===== src/rtl/acc_prog_loader.sv =====
// Byte-stream program loader and run supervisor for the accumulator CPU.
// Writes a length-prefixed program into imem, releases the CPU, captures the halt result.
module acc_prog_loader #(
    parameter int ADDR_W      = 8,
    parameter int DATA_W      = 8,
    parameter int TIMEOUT_CYC = 1024
) (
    input  logic              clk,
    input  logic              reset,
    input  logic              in_valid,
    input  logic [7:0]        in_data,
    output logic              in_ready,
    output logic              mem_we,
    output logic [ADDR_W-1:0] mem_addr,
    output logic [DATA_W-1:0] mem_wdata,
    output logic              cpu_reset,
    input  logic              cpu_halted,
    input  logic [DATA_W-1:0] cpu_acc,
    output logic              done,
    output logic [DATA_W-1:0] result,
    output logic              err
);

    localparam int CNT_W = $clog2(TIMEOUT_CYC) + 1;

    typedef enum logic [1:0] {
        S_IDLE,
        S_LOAD,
        S_RUN,
        S_DONE
    } state_t;

    state_t state_q, state_d;

    logic [7:0]        rem_q, rem_d;
    logic [ADDR_W-1:0] idx_q, idx_d;
    logic [CNT_W-1:0]  wdog_q, wdog_d;
    logic              we_q, we_d;
    logic [ADDR_W-1:0] addr_q, addr_d;
    logic [DATA_W-1:0] wdata_q, wdata_d;
    logic              done_q, done_d;
    logic [DATA_W-1:0] result_q, result_d;
    logic              err_q, err_d;
    logic              halted_q, halted_d;

    logic accept;
    logic timeout;

    assign accept  = in_valid & in_ready;
    assign timeout = (wdog_q == CNT_W'(TIMEOUT_CYC - 1));

    always_ff @(posedge clk) begin
        if (reset) begin
            state_q <= S_IDLE;
        end else begin
            state_q <= state_d;
        end
    end

    always_comb begin
        state_d = state_q;
        unique case (state_q)
            S_IDLE, S_DONE: begin
                if (accept && in_data != 8'd0) state_d = S_LOAD;
            end
            S_LOAD: begin
                if (accept && rem_q == 8'd1) state_d = S_RUN;
            end
            S_RUN: begin
                if (cpu_halted || timeout) state_d = S_DONE;
            end
            default: state_d = S_IDLE;
        endcase
    end

    // After a clean halt the CPU is left running so its state stays visible.
    always_comb begin
        in_ready  = (state_q != S_RUN);
        cpu_reset = !((state_q == S_RUN) ||
                      (state_q == S_DONE && halted_q));
    end

    always_comb begin
        rem_d    = rem_q;
        idx_d    = idx_q;
        wdog_d   = '0;
        we_d     = 1'b0;
        addr_d   = addr_q;
        wdata_d  = wdata_q;
        done_d   = done_q;
        result_d = result_q;
        err_d    = err_q;
        halted_d = halted_q;
        unique case (state_q)
            S_IDLE, S_DONE: begin
                if (accept) begin
                    if (in_data == 8'd0) begin
                        err_d = 1'b1;
                    end else begin
                        rem_d    = in_data;
                        idx_d    = '0;
                        err_d    = 1'b0;
                        done_d   = 1'b0;
                        halted_d = 1'b0;
                    end
                end
            end
            S_LOAD: begin
                if (accept) begin
                    we_d    = 1'b1;
                    addr_d  = idx_q;
                    wdata_d = DATA_W'(in_data);
                    idx_d   = idx_q + ADDR_W'(1);
                    rem_d   = rem_q - 8'd1;
                end
            end
            S_RUN: begin
                wdog_d = wdog_q + CNT_W'(1);
                if (cpu_halted) begin
                    result_d = cpu_acc;
                    done_d   = 1'b1;
                    halted_d = 1'b1;
                end else if (timeout) begin
                    result_d = '0;
                    done_d   = 1'b1;
                    err_d    = 1'b1;
                end
            end
            default: ;
        endcase
    end

    always_ff @(posedge clk) begin
        if (reset) begin
            rem_q    <= '0;
            idx_q    <= '0;
            wdog_q   <= '0;
            we_q     <= 1'b0;
            addr_q   <= '0;
            wdata_q  <= '0;
            done_q   <= 1'b0;
            result_q <= '0;
            err_q    <= 1'b0;
            halted_q <= 1'b0;
        end else begin
            rem_q    <= rem_d;
            idx_q    <= idx_d;
            wdog_q   <= wdog_d;
            we_q     <= we_d;
            addr_q   <= addr_d;
            wdata_q  <= wdata_d;
            done_q   <= done_d;
            result_q <= result_d;
            err_q    <= err_d;
            halted_q <= halted_d;
        end
    end

    assign mem_we    = we_q;
    assign mem_addr  = addr_q;
    assign mem_wdata = wdata_q;
    assign done      = done_q;
    assign result    = result_q;
    assign err       = err_q;

endmodule

===== config.mk =====
export PLATFORM = sky130hd
export DESIGN_NAME = acc_prog_loader
export DESIGN_NICKNAME = d
export VERILOG_FILES = /design/src/rtl/acc_prog_loader.sv
export SDC_FILE = /design/constraint.sdc
export NUM_CORES = 1
export LEC_CHECK = 0
export BUFFER_PORTS_ARGS = -buffer_cell sky130_fd_sc_hd__buf_2
export CORE_MARGIN = 1.5
export CORE_UTILIZATION = 37
export DETAILED_ROUTE_END_ITERATION = 10
export SYNTH_ARGS = -nofsm -noshare
export SYNTH_HDL_FRONTEND = slang
export SYNTH_SLANG_ARGS = --single-unit

===== constraint.sdc =====
create_clock -name clk -period 3.3 [get_ports clk]
set_input_delay 0.825 -clock clk [delete_from_list [all_inputs] [get_ports clk]]
set_output_delay 0.825 -clock clk [all_outputs]
set_load 0.02 [all_outputs]

==> metrics.yaml, run 1 <==
run_status:
  outcome: "complete, no violations"
finish:
  syn_to_final_growth_pct: 17.85
  drive_gt1_share_pct: 26.89
  final_cells: 437
  antennaDiodeCount: 0
  fin_nets: 380
  final_core_util_pct: 45.00
logic_synthesis:
  synth.area.top_cells: "dfxtp_1 (44%), nand2_1 (8.6%), a21oi_1 (7.2%)"
  netlist.area_leader.share_pct: 44.23
  mappedNetlistArea_um2: 2580
  ys_seq_area_share_pct: 44.23
  yosysTopAreaCell: "dfxtp_1"
  netlist_instances: 305
  yosysUniqueCellTypes: 43
  ys_warn_count: 0
  synth_ff_type: "dfxtp_1"
  ys_ff_latch: 57
  synth_fp_nets: 333
  synth_edf_count: 0
  avgSynthCellArea_um2: 8.459
  synthArstFlopShare_pct: 0
clock_network:
  numClockSinks: 57
  htree_levels: 3
  clockBufferDepth: 2
  cts_setup_buffers: 0
  clk_pin_slew_worst_paths_ns: 0.06
  cts-root-buf: "clkbuf_8"
  cts_tree: "done"
  clk_latency_ns: 0.35
  cts_hold_buf: 0
  cts_resized: 0
  cts_made_buffers: 9
drt:
  top_layer: "met4"
  route.met2.wl_um: 2544
  vias_per_cell: 5.146
  drt_iter0_drc: 109
  drtPass1Iterations: 4
  route.detailed.drc: 0
  wl_per_cell_um: 13.32
  wl_met3_um: 271
  final_antenna_net_count: 0
  wl_um: 5820
  via_count: 2249
  drt-met1-wl_um: 2906
setup_path:
  arrival_ns: 1.56
  path_cells: "inv_1 -> ha_1 -> inv_1 -> buf_2"
  critPathTopFamily: "buffers and inverters"
  path_common_cell: "inv_1"
  max_stage_delay_ns: 0.39
  crit_required_ns: 2.47
  cp_max_fo: 10
  cp-start-kind: "register"
  critPathBufInv: 3
  crit_type: "reg2out"
  critPathCaptureType: "output pin"
  critPathSlowestCell: "dfxtp_1"
grt:
  grt_max_degree: 38
  overflow: 0
  grt_pass1_wl_um: 9542
  first_global_vias: 2066
  antenna_found_initial: 0
  grt_usage_pct: 16.31
placed_design:
  place_hpwl_um: 4135
  dp_cells: 421
  port-buffer-count: 48
  gp_congestion: 0.7768
  dp_worst_setup_slack_ns: 0.7549
timing:
  slew_violations: 0
  timing.hold.ws_ns: 0.4403
  min_period_over_period_pct: 72.42
  fin_worst_skew_ns: 0.009628
  slew_headroom_pct: 48.77
  setup_viol_count_final: 0
  tns_ns: 0
  rsz0062_at_grt: "no"
  fmax_mhz: 418.5
  period_needed_ns: 2.390
  hold_viol: 0
  worst_slack_ns: 0.9102
  tightest_slew_ns: 0.7634
min_path:
  hp-class: "reg2reg"
floorplan:
  start_util_pct: 38.19
  die_y_um: 86.51
  die_width_um: 86.51
  core-area_um2: 6756
  die_area_um2: 7483
  num_rows: 30
  io_pins: 49
pwr:
  vdd_drop_max_mv: 0.2468
  p_leak_nw: 1.180
  powerDensity_nw_per_um2: 710.3
run:
  maxCapViolCount: 0
synthesized netlist by cell type (2+ instances only):
cell       n
o211ai_1   2
o31ai_1    4
or4_4      2
dfxtp_1   57
o21ai_2    9
or3_2      3
clkbuf_1  11
inv_1     10
nand3_1    8
and2_1     3
xor2_1     6
nor2_1    20
a21oi_2    6
nand2_1   59
or4_2      3
a31oi_1    3
o21ai_0   10
nand4_1    8
xnor2_1    3
nor3_1     2
buf_6      2
and3_1     4
nor2b_1    2
ha_1       8
a21o_1     5
a41oi_1    2
a21oi_1   37
power breakdown:
group / internal, W / switching [W] / leakage [nW]
sequential: 0.000777 / 0.0000757 / 0.462
combinational: 0.000260 / 0.000487 / 0.636
clock: 0.000269 / 0.000290 / 0.0814
total: 0.00131 / 0.000853 / 1.18
cells by family after synthesis:
| family | after synthesis | synth area share (%) |
|---|---|---|
| and+or+nand+nor | 117 | 21.29 |
| AOI/OAI and AO/OA | 87 | 22.55 |
| DFF | 57 | 44.23 |
| buffers and inverters | 26 | 4.559 |
| xor gates and xnor gates | 9 | 3.055 |
| adders and majority gates | 8 | 3.880 |
| muxes | 1 | 0.4364 |
metrics by stage:
step	area [um2]	power, W
floorplan	2580	0.001447
global placement	2870	0.001603
detailed placement	2870	0.001614
CTS	3040	0.002182
global route	3040	0.002294
finish	3040	0.002160
final cells by class:
type | instances | area [um2]
Fill cell | 712 | 3716
Multi-Input combinational cell | 222 | 1321
Tap cell | 80 | 100.1
Timing Repair Buffer | 52 | 270.3
Inverter | 10 | 37.54
Sequential cell | 57 | 1141
Clock inverter | 7 | 46.29
Clock buffer | 9 | 123.9
final timing paths:
kind	start	to	slack, ns	depth (start not counted)
max	state_q[0]	in_ready	0.91	4
max reg2reg	state_q[0]	idx_q[7]	0.95	8
min	wdog_q[0]	wdog_q[0]	0.44	1
min reg2reg	wdog_q[0]	wdog_q[0]	0.44	1
sequential cells by signal, indices dropped and copies added (netlist names):
signal,flops
mem_addr,8
rem_q,8
state_q,2
halted_q,1
err,1
idx_q,8
wdog_q,11
done,1
mem_wdata,8
result,8
mem_we,1
cells in the final DEF (no fill, tap or decap), drive strengths merged, types with 2 or more instances in the layout:
cell and instances:
xor2 6, nor2 20, and3 4, clkbuf 9, o211ai 2, nor2b 2, nor3 3, dfxtp 57
a41oi 2, nand2 59, nand3 8, or4 5, or3 3, xnor2 3, buf 52, ha 8
o21ai 20, clkinv 3, a31oi 3, and2 3, a21oi 43, a21o 5, o31ai 4, nand4 8
clkinvlp 3, inv 11
layer usage:
layer / vias up / GRT usage, %
met5: - / 0
met4: 0 / 6.598
met3: 9 / 5.905
met2: 45 / 25.36
met1: 1036 / 20.53
li1: 1159 / -
(Power assumes the default switching activity.)
==> run 2, diff against run 1 <==
Settings changed: ABC_AREA set to 1.
Clock period 3.3 ns to 2.48 ns, I/O delays scaled along.
==> run 2 against run 1 <==
Net effect: clock skew down 0.0031 ns; die area up 4.2%; register-to-register slack worse by 0.53 ns; clock power up 48%; cell count up 22%; core utilization up 1.3 points; sequential cell count unchanged; synthesized cell count up 26%; non-clock buffer count down 1; combinational power up 46%.
==> metrics.yaml, run 2 <==
clock_network:
  cts_tree: "done"
  cts_resized: 0
  numClockSinks: 57
  htree_levels: 3
  cts-root-buf: "clkbuf_8"
  clockBufferDepth: 2
  cts_hold_buf: 0
  cts_setup_buffers: 0
  clk_latency_ns: 0.34
  clk_pin_slew_worst_paths_ns: 0.07
  cts_made_buffers: 9
timing:
  rsz0062_at_grt: "no"
  slew_violations: 0
  fmax_mhz: 485.5
  slew_headroom_pct: 59.28
  fin_worst_skew_ns: 0.006519
  period_needed_ns: 2.060
  setup_viol_count_final: 0
  min_period_over_period_pct: 83.05
  tns_ns: 0
  hold_viol: 0
  tightest_slew_ns: 0.6072
  worst_slack_ns: 0.4203
drt:
  route.met2.wl_um: 3066
  wl_met3_um: 266
  drt_iter0_drc: 163
  via_count: 2587
  drt-met1-wl_um: 3058
  wl_um: 6512
  route.detailed.drc: 0
  final_antenna_net_count: 0
  vias_per_cell: 4.854
  drtPass1Iterations: 4
  top_layer: "met4"
  wl_per_cell_um: 12.22
pwr:
  p_seq_share_pct: 36.8
  p_sw_share_pct: 39.26
  power_frac_clock_pct: 27.3
  vdd_drop_max_mv: 0.4057
  netSwitchingPower_w: 0.001195
  p_int_w: 0.001849
  powerDensity_nw_per_um2: 952.7
  pwr-share-comb_pct: 35.9
  p_leak_nw: 1.356
setup_path:
  path_cells: "inv_1 -> ha_1 -> inv_1 -> a21oi_2 -> a21boi_2 -> nand3_1 -> a21oi_1"
  critPathSlowestCell: "a21boi_2"
  cp-start-kind: "register"
  path_common_cell: "inv_1"
  critPathCaptureType: "register"
  cp_max_fo: 12
  critPathBufInv: 2
  crit_required_ns: 2.75
  arrival_ns: 2.33
  critPathTopFamily: "compound AO/OA/AOI/OAI gates"
  max_stage_delay_ns: 0.53
  crit_type: "reg2reg"
run:
  maxCapViolCount: 0
floorplan:
  start_util_pct: 38.97
  num_rows: 30
  core-area_um2: 6907
  die_width_um: 88.29
  die_y_um: 88.29
  io_pins: 49
  die_area_um2: 7794
logic_synthesis:
  synth_common_cells: "nand2_1 (85), dfxtp_1 (57), nor2_1 (52), a21oi_1 (48), nand3_1 (48)"
  avgSynthCellArea_um2: 7.009
  synth-xor-area-share_pct: 1.627
  synth_fp_nets: 412
  synth_top_family_by_area: "simple AND/OR/NAND/NOR gates"
  synth_ff_type: "dfxtp_1"
  netlist_instances: 384
  yosys.area_share.simple_pct: 31.61
  netlist.area_leader.share_pct: 42.40
  yosysUniqueCellTypes: 27
  ys_warn_count: 0
  synthAdderAreaFrac_pct: 3.719
  synth.area.top_cells: "dfxtp_1 (42%), nand2_1 (12%), a21oi_1 (8.9%)"
  synth-compound-area-share_pct: 13.53
  yosysTopAreaCell: "dfxtp_1"
  synth_edf_count: 0
  mappedNetlistArea_um2: 2691
  synthArstFlopShare_pct: 0
  ys_ff_latch: 57
  synth.most_common_cell: "nand2_1"
  synthMuxAreaShare_pct: 0
  ys_seq_area_share_pct: 42.40
finish:
  largest-register: "wdog_q"
  final_cell_mix: "nand2_1 (85), dfxtp_1 (57), nor2_1 (52)"
  largest_register_ffs: 11
  antennaDiodeCount: 0
  fill_cells: 735
  final_common_cell: "nand2_1"
  syn_to_final_growth_pct: 18.74
  drive_gt1_share_pct: 18.08
  fin_nets: 460
grt:
  grt_pass1_wl_um: 10790
  grt_max_degree: 33
  overflow: 0
  first_global_vias: 2332
  grt_usage_pct: 18.25
  antenna_found_initial: 0
placed_design:
  port-buffer-count: 48
  gp_congestion: 0.8119
  dp_worst_setup_slack_ns: 0.4667
  place_hpwl_um: 4550
run_status:
  outcome: "complete, no violations"
min_path:
  hp-class: "reg2reg"
-- run 2: changes by cell type after synthesis, moves of 9 or more --
cell     change
nor2_1      +32
inv_1       +18
a21oi_1     +11
nand3_1     +40
o21ai_2      -9
nand2_1     +26
-- run 2: kinds of logic (layout without fill, tap and decap cells) --
logic type | count (synthesis) | count (layout)
AND/OR/NAND/NOR | 199 | 199
AO/OA/AOI/OAI | 69 | 69
flip-flops | 57 | 57
buffers and inverters | 46 | 99
adder cells (fa/ha/maj) | 8 | 8
XOR/XNOR | 5 | 5
-- run 2: worst reg2reg max path, stage by stage (launching register included) --
cell      delay [ns]
dfxtp_1         0.40
inv_1           0.07
ha_1            0.43
inv_1           0.12
a21oi_2         0.14
a21boi_2        0.53
nand3_1         0.15
a21oi_1         0.15
-- run 2: final cells by class --
| cell class | instances | area (um2) | share of cell area [%] |
|---|---|---|---|
| well taps | 96 | 120.1 | 3.759 |
| clock buffers | 14 | 182.7 | 5.717 |
| clock inverters | 2 | 10.01 | 0.3132 |
| inverters | 32 | 120.1 | 3.759 |
| multi-input cells | 281 | 1359 | 42.52 |
| repair buffers | 51 | 262.8 | 8.222 |
| flip-flops and latches | 57 | 1141 | 35.71 |
-- run 2: power by group through the flow --
stage	Combinational, W	Clock (W)	Sequential, W
2_1_floorplan	0.000795	0	0.00118
3_3_place_gp	0.00108	0	0.00114
3_5_place_dp	0.00109	0	0.00114
4_1_cts	0.00109	0.000852	0.00112
5_1_grt	0.00124	0.000896	0.00114
6_report	0.00109	0.000831	0.00112
-- run 2: path summary, 6_finish.rpt --
check	slack, ns	depth (start not counted)	start	end
setup / recovery	0.42	7	state_q[0]	idx_q[2]
hold / removal	0.45	2	err	err
setup reg to reg	0.42	7	state_q[0]	idx_q[2]
hold reg to reg	0.45	2	err	err
-- run 2: per-stage QoR --
step	area, um2	utilization [%]	std cells	power, W	hold WS (ns)
after floorplan	2691	-	384	0.001973	0.4175
after global placement	3003	43.48	517	0.002218	0.4358
after detailed placement	3003	43.48	517	0.002230	0.4407
after CTS	3196	46.27	533	0.003066	0.4506
after global routing	3196	46.27	533	0.003276	0.4679
final	3196	46.27	533	0.003044	0.4458
-- run 2: metal layers --
metal  track usage, %  vias up
met1            23.77     1172
met4            7.955        0
met5                0        -
met2            28.87       49
li1                 -     1355
met3            4.478       11
==> run 3, diff against run 2 <==
Settings changed: ABC_AREA 1 to 0.
Clock period 2.48 ns to 1.7 ns, I/O delays scaled along.
==> run 3 against run 2 <==
Net effect: the run now ends with negative setup slack left; clock power increased by 54%; core utilization is 5.5 points higher; routed wire length down 3.7%; critical endpoint is now idx_q[7]; die area shrank 4.0%; critical path depth up 1; largest cell class unchanged.
==> metrics.yaml, run 3 (synthesized netlist as in run 1, its figures left out) <==
run_status:
  outcome: "finished, violations left"
  violations: "negative setup slack"
timing:
  tightest_slew_ns: 0.3451
  setup_viol_count_final: 13
  slew_violations: 0
  period_needed_ns: 1.747
  hold_viol: 0
  rsz0062_at_grt: "yes"
  min_period_over_period_pct: 102.7
  fmax_mhz: 572.5
  fin_worst_skew_ns: 0.01383
  worst_slack_ns: -0.04672
  slew_headroom_pct: 76.94
finish:
  stdcell_area_um2: 3500
  final_common_cell: "nand2_1"
  fin_nets: 417
  largest_register_ffs: 11
  drive_gt1_share_pct: 38.83
  syn_to_final_growth_pct: 35.65
  largest-register: "wdog_q"
  final_cell_mix: "nand2_1 (58), dfxtp_1 (55), buf_2 (46)"
  fill_cells: 636
  antennaDiodeCount: 0
  final_core_util_pct: 51.80
floorplan:
  die_y_um: 86.51
  core-area_um2: 6756
  die_area_um2: 7483
  io_pins: 49
  start_util_pct: 38.19
  die_width_um: 86.51
  num_rows: 30
min_path:
  hp-class: "in2reg"
clock_network:
  clockBufferDepth: 2
  htree_levels: 3
  cts-root-buf: "clkbuf_8"
  cts_made_buffers: 9
  clk_pin_slew_worst_paths_ns: 0.07
  numClockSinks: 57
  cts_tree: "done"
  clk_latency_ns: 0.34
grt:
  first_global_vias: 2255
  grt_usage_pct: 17.54
  overflow: 0
  grt_pass1_wl_um: 10280
  grt_max_degree: 22
  antenna_found_initial: 0
placed_design:
  place_hpwl_um: 4468
  post_dp_cell_area_um2: 3153
  port-buffer-count: 48
  gp_congestion: 0.7184
setup_path:
  cp-start-kind: "register"
  arrival_ns: 2.02
  cp_max_fo: 9
  rr_endpoint: "idx_q[7]"
  crit_required_ns: 1.98
  r2r_start: "state_q[0]"
  crit_type: "reg2reg"
  r2r_cells: 8
  critPathCaptureType: "register"
  endpoint: "idx_q[7]"
  reg2reg_slack_ns: -0.05
  setup.worst_path.start: "state_q[0]"
drt:
  drtPass1Iterations: 4
  wl_um: 6272
  route.detailed.drc: 0
  vias_per_cell: 5.133
  drt_iter0_drc: 100
  final_antenna_net_count: 0
  via_count: 2433
  wl_per_cell_um: 13.23
pwr:
  vdd_drop_max_mv: 0.7017
  p_leak_nw: 1.416
  report.power.total_w: 0.005019
  powerDensity_nw_per_um2: 1434
run:
  maxCapViolCount: 0
==> run 3: cell types whose count changed in the layout (fill, tap and decap cells not counted), moves of 17 or more <==
cell,delta
a21oi_1,-17
buf_4,+34
nor2_1,-33
nand2_1,-27
inv_1,-21
nand3_1,-40
==> run 3: area by class of cell <==
| cell class | instances | area, um2 | area share, % |
|---|---|---|---|
| clock buffers | 9 | 123.9 | 3.540 |
| clock inverters | 7 | 78.83 | 2.252 |
| inverters | 10 | 37.54 | 1.073 |
| multi-input cells | 222 | 1401 | 40.04 |
| flip-flops and latches | 57 | 1144 | 32.68 |
| well taps | 80 | 100.1 | 2.860 |
| repair buffers | 89 | 614.3 | 17.55 |
==> run 3: power breakdown <==
group,switching (W),internal [W],total [W]
Clock,0.000593,0.000685,0.00128
Combinational,0.00112,0.000970,0.00209
Sequential,0.000141,0.00151,0.00165
Total,0.00185,0.00317,0.00502
==> run 3: worst min-delay path by stage <==
stage | start | end | slack (ns) | depth (start not counted)
2_1_floorplan | wdog_q[0] | wdog_q[0] | 0.41 | 1
3_3_place_gp | mem_wdata[3] | mem_wdata[3] | 0.44 | 2
3_5_place_dp | mem_addr[4] | mem_addr[4] | 0.45 | 2
4_1_cts | cpu_acc[4] | result[4] | 0.32 | 3
5_1_grt | cpu_acc[4] | result[4] | 0.33 | 3
6_report | cpu_acc[3] | result[3] | 0.33 | 3
==> run 3: metal layers <==
layer / vias to the layer above / global-route usage (%) / share of wire [%]
li1: 1234 / - / -
met1: 1130 / 23.09 / 49
met2: 55 / 26.56 / 45
met3: 14 / 4.286 / 4.2
met4: 0 / 9.238 / 2.1
met5: - / 0 / 0
==> run 3: timing repair <==
action	in CTS	in global routing
resized for setup	13	11
setup buffers	3	2
setup endpoints to repair	26	18
pin swaps	2	5
hold buffers	0	0
cloned	1	0
==> run 3: critical path, cell delays in order (launching register included) <==
cell,delay [ns]
dfxtp_2,0.34
inv_2,0.05
ha_4,0.15
nor2b_1,0.10
buf_4,0.15
o311ai_4,0.12
buf_12,0.16
or4_4,0.50
a21oi_2,0.12
==> run 3: through the flow <==
stage | cells | setup TNS, ns | setup slack, ns | hold slack [ns]
after detailed placement | 453 | -6.141 | -0.2614 | 0.4480
after floorplan | 305 | -1.816 | -0.1250 | 0.4132
after global routing | 474 | -1.039 | -0.09505 | 0.3277
final | 474 | -0.2881 | -0.04672 | 0.3289
after global placement | 453 | -5.286 | -0.2424 | 0.4426
after CTS | 473 | -0.1096 | -0.03054 | 0.3200
